## src/rtl/cache_metadata_assoc.sv

```systemverilog
// ---------------------------------------------------------------------------
// cache_metadata_assoc
//   Tag/valid/dirty/LRU metadata for a set-associative cache, plus a flush
//   walker that visits every entry and offers dirty lines for writeback.
//
// Ports
//   clk, reset_n           : clock, asynchronous active-low reset
//   set, tag               : access address (set index, tag)
//   lookup                 : access strobe; a hit makes the hit way MRU
//   install                : write tag into victim_way (valid=1, dirty=0)
//   invalidate_sel         : clear valid of the hit way (beats install)
//   set_dirty_sel          : mark the hit way dirty
//   clear_dirty_sel        : mark the hit way clean (beats set_dirty_sel)
//   hit, hit_way           : lookup result (combinational)
//   victim_way             : replacement choice for set (combinational)
//   victim_valid_dirty     : victim entry needs writeback before reuse
//   victim_tag             : tag currently held by the victim entry
//   flush_req              : start a walk over all entries
//   flush_invalidate       : captured with flush_req; walk clears valid bits
//   flush_busy             : walker active, access port ignored
//   flush_valid/flush_ready: writeback offer handshake
//   flush_set/way/tag      : offered entry (zero when nothing is offered)
//   flush_done             : one-cycle pulse at end of walk
// ---------------------------------------------------------------------------
module cache_metadata_assoc #(
    parameter int NUM_SETS  = 4,
    parameter int SET_SIZE  = 2,
    parameter int TAG_SIZE  = 30,
    parameter int NUM_WAYS  = 2,
    parameter int WAY_SIZE  = 1,
    parameter int READ_ONLY = 0
) (
    input  logic                clk,
    input  logic                reset_n,
    input  logic [SET_SIZE-1:0] set,
    input  logic [TAG_SIZE-1:0] tag,
    input  logic                lookup,
    input  logic                install,
    input  logic                invalidate_sel,
    input  logic                set_dirty_sel,
    input  logic                clear_dirty_sel,
    output logic                hit,
    output logic [WAY_SIZE-1:0] hit_way,
    output logic [WAY_SIZE-1:0] victim_way,
    output logic                victim_valid_dirty,
    output logic [TAG_SIZE-1:0] victim_tag,
    input  logic                flush_req,
    input  logic                flush_invalidate,
    output logic                flush_busy,
    output logic                flush_valid,
    input  logic                flush_ready,
    output logic [SET_SIZE-1:0] flush_set,
    output logic [WAY_SIZE-1:0] flush_way,
    output logic [TAG_SIZE-1:0] flush_tag,
    output logic                flush_done
);

    typedef enum logic [1:0] {IDLE, SCAN, OFFER, DONE} flush_state_e;

    logic [TAG_SIZE-1:0] tag_q   [NUM_SETS][NUM_WAYS];
    logic [WAY_SIZE-1:0] age_q   [NUM_SETS][NUM_WAYS];
    logic [NUM_WAYS-1:0] valid_q [NUM_SETS];
    logic [NUM_WAYS-1:0] dirty_q [NUM_SETS];

    flush_state_e        state_q, state_d;
    logic [SET_SIZE-1:0] idx_set_q;
    logic [WAY_SIZE-1:0] idx_way_q;
    logic                flush_inv_q;

    logic [NUM_WAYS-1:0] match;
    logic                victim_found;
    logic                entry_vd, idx_last, advance, fl_accept;
    logic                do_inval, do_install, do_touch, do_set_dirty, do_clear_dirty;
    logic [WAY_SIZE-1:0] touch_way;

    // ---------------- lookup / victim selection ----------------
    // NOTE: every always_comb output gets a default before any branch so no latch is inferred.
    always_comb begin
        match = '0;
        for (int w = 0; w < NUM_WAYS; w++)
            match[w] = valid_q[set][w] && (tag_q[set][w] == tag);
    end

    // The access port is blind while the walker owns the array.
    assign hit = (|match) && !flush_busy;

    always_comb begin
        hit_way = '0;
        if (hit)
            for (int w = 0; w < NUM_WAYS; w++)
                if (match[w]) hit_way = WAY_SIZE'(w);
    end

    // Prefer the lowest free way; only evict the LRU way when the set is full.
    always_comb begin
        victim_way   = '0;
        victim_found = 1'b0;
        for (int w = 0; w < NUM_WAYS; w++)
            if (!valid_q[set][w] && !victim_found) begin
                victim_way   = WAY_SIZE'(w);
                victim_found = 1'b1;
            end
        if (!victim_found)
            for (int w = 0; w < NUM_WAYS; w++)
                if (age_q[set][w] == WAY_SIZE'(NUM_WAYS - 1)) victim_way = WAY_SIZE'(w);
    end

    assign victim_valid_dirty = valid_q[set][victim_way] & dirty_q[set][victim_way];
    assign victim_tag         = tag_q[set][victim_way];

    // ---------------- access-side update enables ----------------
    assign do_inval       = invalidate_sel & hit;
    assign do_install     = install & !flush_busy & !do_inval;
    assign do_touch       = do_install | (lookup & hit);
    assign touch_way      = do_install ? victim_way : hit_way;
    assign do_set_dirty   = set_dirty_sel & hit & !clear_dirty_sel;
    assign do_clear_dirty = clear_dirty_sel & hit;

    // ---------------- flush walker ----------------
    assign entry_vd  = valid_q[idx_set_q][idx_way_q] & dirty_q[idx_set_q][idx_way_q];
    assign idx_last  = (idx_set_q == SET_SIZE'(NUM_SETS - 1)) && (idx_way_q == WAY_SIZE'(NUM_WAYS - 1));
    assign fl_accept = (state_q == OFFER) && flush_ready;

    always_comb begin
        state_d = state_q;
        advance = 1'b0;
        case (state_q)
            IDLE:  if (flush_req) state_d = SCAN;
            SCAN:  if (entry_vd) state_d = OFFER; else advance = 1'b1;
            OFFER: if (flush_ready) advance = 1'b1;
            DONE:  state_d = IDLE;
            default: state_d = IDLE;
        endcase
        if (advance) state_d = idx_last ? DONE : SCAN;
    end

    assign flush_busy  = (state_q != IDLE);
    assign flush_valid = (READ_ONLY == 0) && (state_q == OFFER);
    assign flush_done  = (state_q == DONE);
    assign flush_set   = flush_valid ? idx_set_q : '0;
    assign flush_way   = flush_valid ? idx_way_q : '0;
    assign flush_tag   = flush_valid ? tag_q[idx_set_q][idx_way_q] : '0;

    // ---------------- state: FSM, index, valid, LRU ages ----------------
    // NOTE: sequential state uses non-blocking assignments so every read in this block sees pre-edge values.
    always_ff @(posedge clk or negedge reset_n) begin
        if (!reset_n) begin
            state_q     <= IDLE;
            idx_set_q   <= '0;
            idx_way_q   <= '0;
            flush_inv_q <= 1'b0;
            for (int s = 0; s < NUM_SETS; s++) begin
                valid_q[s] <= '0;
                for (int w = 0; w < NUM_WAYS; w++) age_q[s][w] <= WAY_SIZE'(w);
            end
        end else begin
            state_q <= state_d;
            if (state_q == IDLE && flush_req) begin
                idx_set_q   <= '0;
                idx_way_q   <= '0;
                flush_inv_q <= flush_invalidate;
            end else if (advance) begin
                // Way-first order; the set index wraps to 0 after the last entry.
                if (idx_way_q == WAY_SIZE'(NUM_WAYS - 1)) begin
                    idx_way_q <= '0;
                    idx_set_q <= idx_set_q + SET_SIZE'(1);
                end else begin
                    idx_way_q <= idx_way_q + WAY_SIZE'(1);
                end
            end

            if (do_inval)   valid_q[set][hit_way]    <= 1'b0;
            if (do_install) valid_q[set][victim_way] <= 1'b1;
            if (advance && flush_inv_q) valid_q[idx_set_q][idx_way_q] <= 1'b0;

            // Ages younger than the touched way grow by one; the touched way becomes MRU.
            if (do_touch) begin
                for (int v = 0; v < NUM_WAYS; v++)
                    if (age_q[set][v] < age_q[set][touch_way])
                        age_q[set][v] <= age_q[set][v] + WAY_SIZE'(1);
                age_q[set][touch_way] <= '0;
            end
        end
    end

    // NOTE: the tag array has no reset; valid bits qualify every tag, so clearing it buys nothing.
    always_ff @(posedge clk) begin
        if (do_install) tag_q[set][victim_way] <= tag;
    end

    // ---------------- dirty bits ----------------
    generate
        if (READ_ONLY != 0) begin : g_no_dirty
            always_comb
                for (int s = 0; s < NUM_SETS; s++) dirty_q[s] = '0;
        end else begin : g_dirty
            always_ff @(posedge clk or negedge reset_n) begin
                if (!reset_n) begin
                    for (int s = 0; s < NUM_SETS; s++) dirty_q[s] <= '0;
                end else begin
                    if (do_set_dirty)   dirty_q[set][hit_way]    <= 1'b1;
                    if (do_clear_dirty) dirty_q[set][hit_way]    <= 1'b0;
                    if (do_install)     dirty_q[set][victim_way] <= 1'b0;
                    if (fl_accept)      dirty_q[idx_set_q][idx_way_q] <= 1'b0;
                end
            end
        end
    endgenerate

endmodule

```

## config.mk

```make
export PLATFORM = sky130hd
export DESIGN_NAME = cache_metadata_assoc
export DESIGN_NICKNAME = d
export VERILOG_FILES = /design/src/rtl/cache_metadata_assoc.sv
export SDC_FILE = /design/constraint.sdc
export NUM_CORES = 1
export LEC_CHECK = 0
export ABC_AREA = 1
export CORE_UTILIZATION = 51
export DETAILED_ROUTE_END_ITERATION = 6
export PLACE_DENSITY = 0.71
export SYNTH_ARGS = -nofsm -noshare
export SYNTH_HDL_FRONTEND = slang
export SYNTH_SLANG_ARGS = --single-unit
```

## constraint.sdc

```tcl
create_clock -name clk -period 3.75 [get_ports clk]
set_input_delay 0.5625 -clock clk [delete_from_list [all_inputs] [get_ports clk]]
set_output_delay 0.5625 -clock clk [all_outputs]
set_load 0.01 [all_outputs]
```

==> impl_results.md <==
- Clock sink total: 270
- Max Clock Freq: 276 MHz
- Number of vias per cell: 5.85
- Core area: 29,600 um^2
- XOR/XNOR Fraction of Synth Area: 0%
- DR WL/cell: 20.1 um
- IO buf count: 111
- Fin crit period: 3.63 ns
- Clk pin slew, worst setup/hold paths: 0.06 ns
- Max Cap Violations: 0
- # nets final: 2,114
- Largest net degree at the start of global routing: 103
- Critical path fanouts, max: 31
- Leading post-synthesis cells by cell area: edfxtp_1 47%, nand2_1 18%, o21ai_0 6.1%, nor2_1 4.3%, dfrtp_1 4.2%
- Worst IR Drop VDD: 0.000403 V
- DR pass1 iterations: 7
- Mux contribution to synthesized area: 0.0735%
- P_leak: 7.88 nW
- Worst min path class: in2async
- Crit path arrival time: 3.07 ns
- Largest stage delay on the critical path: 0.61 ns
- Synth cell types: 38
- Most frequent cells in the layout: 729 x nand2_1, 240 x edfxtp_1, 187 x o21ai_0
- Post-synth top area cell: edfxtp_1
- # rows: 63
- FF+latch count, synth: 270
- Die height: 175 um
- Fin. max-slew vios: 0
- Cts bufs inserted: 30
- CP delay by family, top: buffers and inverters
- WP data required: 3.19 ns
- DR vias: 14,500
- Layout cells sized above 1: 7.34%
- ANT nets after route: 0
- Global-route wire length before repair: 76.8 mm
- Hold WS: 0.396 ns
- Sequential share of the synthesized area: 52.0%
- Gr ovfl total: 0
- Yosys Warn Count: 0
- Synth Area per Inst: 7.84 um^2
- Pwr/cell area: 552 nW/um^2
- Top cell type's share of synthesized area: 47.1%
- GRT Overall Usage: 32.6%
- Initial Util: 51.8%
- I/O pin total: 112
- Diode count: 0
- Clock latency on the worst-skew pair: 0.57 ns
- Final hold violations: 0
- HPWL after detailed placement: 32.0 mm
- Compound-Gate Fraction of Synth Area: 12.3%
- Worst slew pin tran: 0.640 ns
- Slew headroom: 57.3%
- WL final: 49.6 mm
- DR DRC count: 2
- CTS tree: yes
- P&R area growth vs syn: 19.4%
- Synth Area in Simple Gates: 28.0%
- Netlist Area Pre-Place: 15,300 um^2
- Fin crit share: 96.8%
- Root buffer selected by CTS: clkbuf_16
- Crit path buffers/inverters: 5
- Main combinational cell family by area after synthesis: simple AND/OR/NAND/NOR gates
- Clock buffer depth: 3
- Die W: 175 um
- Antenna violations before repair: 0
- RSZ-0062 raised after global routing: false
- Hold-fix buffers, CTS: 0
- Place WS: 0.0399 ns
- Setup TNS: 0 ns
- Final WS setup: 0.122 ns
- CP endpoint kind: output pin
- Post-Synth Adder-Cell Area: 0.653%
- Die area: 30,700 um^2
- Htree depth: 1
- Synthesized Nets: 2,003
- Commonest non-fill, non-tap cell in the layout: nand2_1
- Final setup fails: 0
- Outcome: complete, but fails checks
- Worst clock skew: 0.0131 ns
- Critical path class: in2out
- DRT iter0 DRCs: 1,912
- Final GP Congestion: 0.935
- Slowest cell on crit path: clkdlybuf4s50_1
- Crit path launch type: input pin
- Syn Inst Count: 1,953
- Failing checks: design-rule violations
- Worst-path cell chain: buf_4, inv_2, nand2_1, buf_4, o22ai_1, a21oi_1, o21a_1, nand2_1, nand2_2, buf_12, nor2_1, a31oi_1, clkdlybuf4s50_1
- Vias in the first global route: 13,700
## through the flow
| step | total power (W) | util (%) | instances | instance area (um^2) |
|---|---|---|---|---|
| global placement | 0.00723 | 58.8 | 2423 | 17400 |
| floorplan | 0.00574 | - | 1953 | 15300 |
| finish | 0.0101 | 61.9 | 2475 | 18300 |
| CTS | 0.0101 | 61.9 | 2476 | 18300 |
| global route | 0.0106 | 61.9 | 2475 | 18300 |
| detailed placement | 0.00729 | 58.8 | 2423 | 17400 |
## per-layer routing
metal  GRT usage, %  up-vias  share of wire (%)
met5              0        -                  0
met4           12.1        0                3.8
li1               -     6704                  -
met1           45.6     6781                 41
met2           51.1      875                 45
met3           5.35      128                 10
## sequential cells by signal (all words and copies together), names as in the netlist
register,flops
tag_q,240
age_q,8
dirty_q,8
valid_q,8
idx_set_q,2
state_q,2
flush_inv_q,1
idx_way_q,1
## path summary, 6_finish.rpt
| kind | from | to | slack [ns] | depth (start not counted) |
|---|---|---|---|---|
| min in group clk | flush_inv_q | flush_inv_q | 0.52 | 1 |
| setup reg to reg | state_q[0] | dirty_q[3] | 0.96 | 16 |
| setup / recovery | set[0] | victim_tag[1] | 0.12 | 13 |
| hold reg to reg | flush_inv_q | flush_inv_q | 0.52 | 1 |
| max in group asynchronous | reset_n | age_q[2] | 3.02 | 2 |
| hold / removal | reset_n | flush_inv_q | 0.40 | 2 |
## kinds of logic after synthesis
logic type	count (synthesis)
and+or+nand+nor	1065
AOI/OAI and AO/OA	348
adders and majority gates	8
DFF	270
muxes	1
buffers and inverters	261
## layout make-up
class                           count  area [um^2]
Clock inverter                     18          146
Clock buffer                       35          769
Sequential cell                   270         7970
Tap cell                          390          488
Timing Repair Buffer              176         1970
Multi-Input combinational cell   1422         6340
Inverter                          164          619
Fill cell                        2547        11300
## cells in the mapped netlist, drive strengths merged
cell,number
o21bai,3
o211ai,4
buf,43
edfxtp,240
nand3b,1
ha,8
nor3,1
nand4,9
nand3,124
a31o,5
a21oi,68
nor3b,4
clkbuf,54
o21ai,198
mux2,1
o22ai,37
nor2,187
inv,162
nand2,739
clkinv,2
dfstp,4
dfrtp,26
a22oi,1
o221ai,2
o311ai,1
o21a,2
a31oi,27
## report_power, final
group	switching, W	internal [W]	total (W)
clock network	0.00121	0.00159	0.00280
logic	0.00232	0.00129	0.00360
registers	0.000150	0.00354	0.00369
total	0.00368	0.00642	0.0101
## repair_timing
action                                  in CTS  in global routing
resized for setup                            1                  2
gates cloned                                 0                  0
buffers inserted                             0                  0
endpoints found under the setup margin      26                  1
Power figures use the tool's default switching activity.
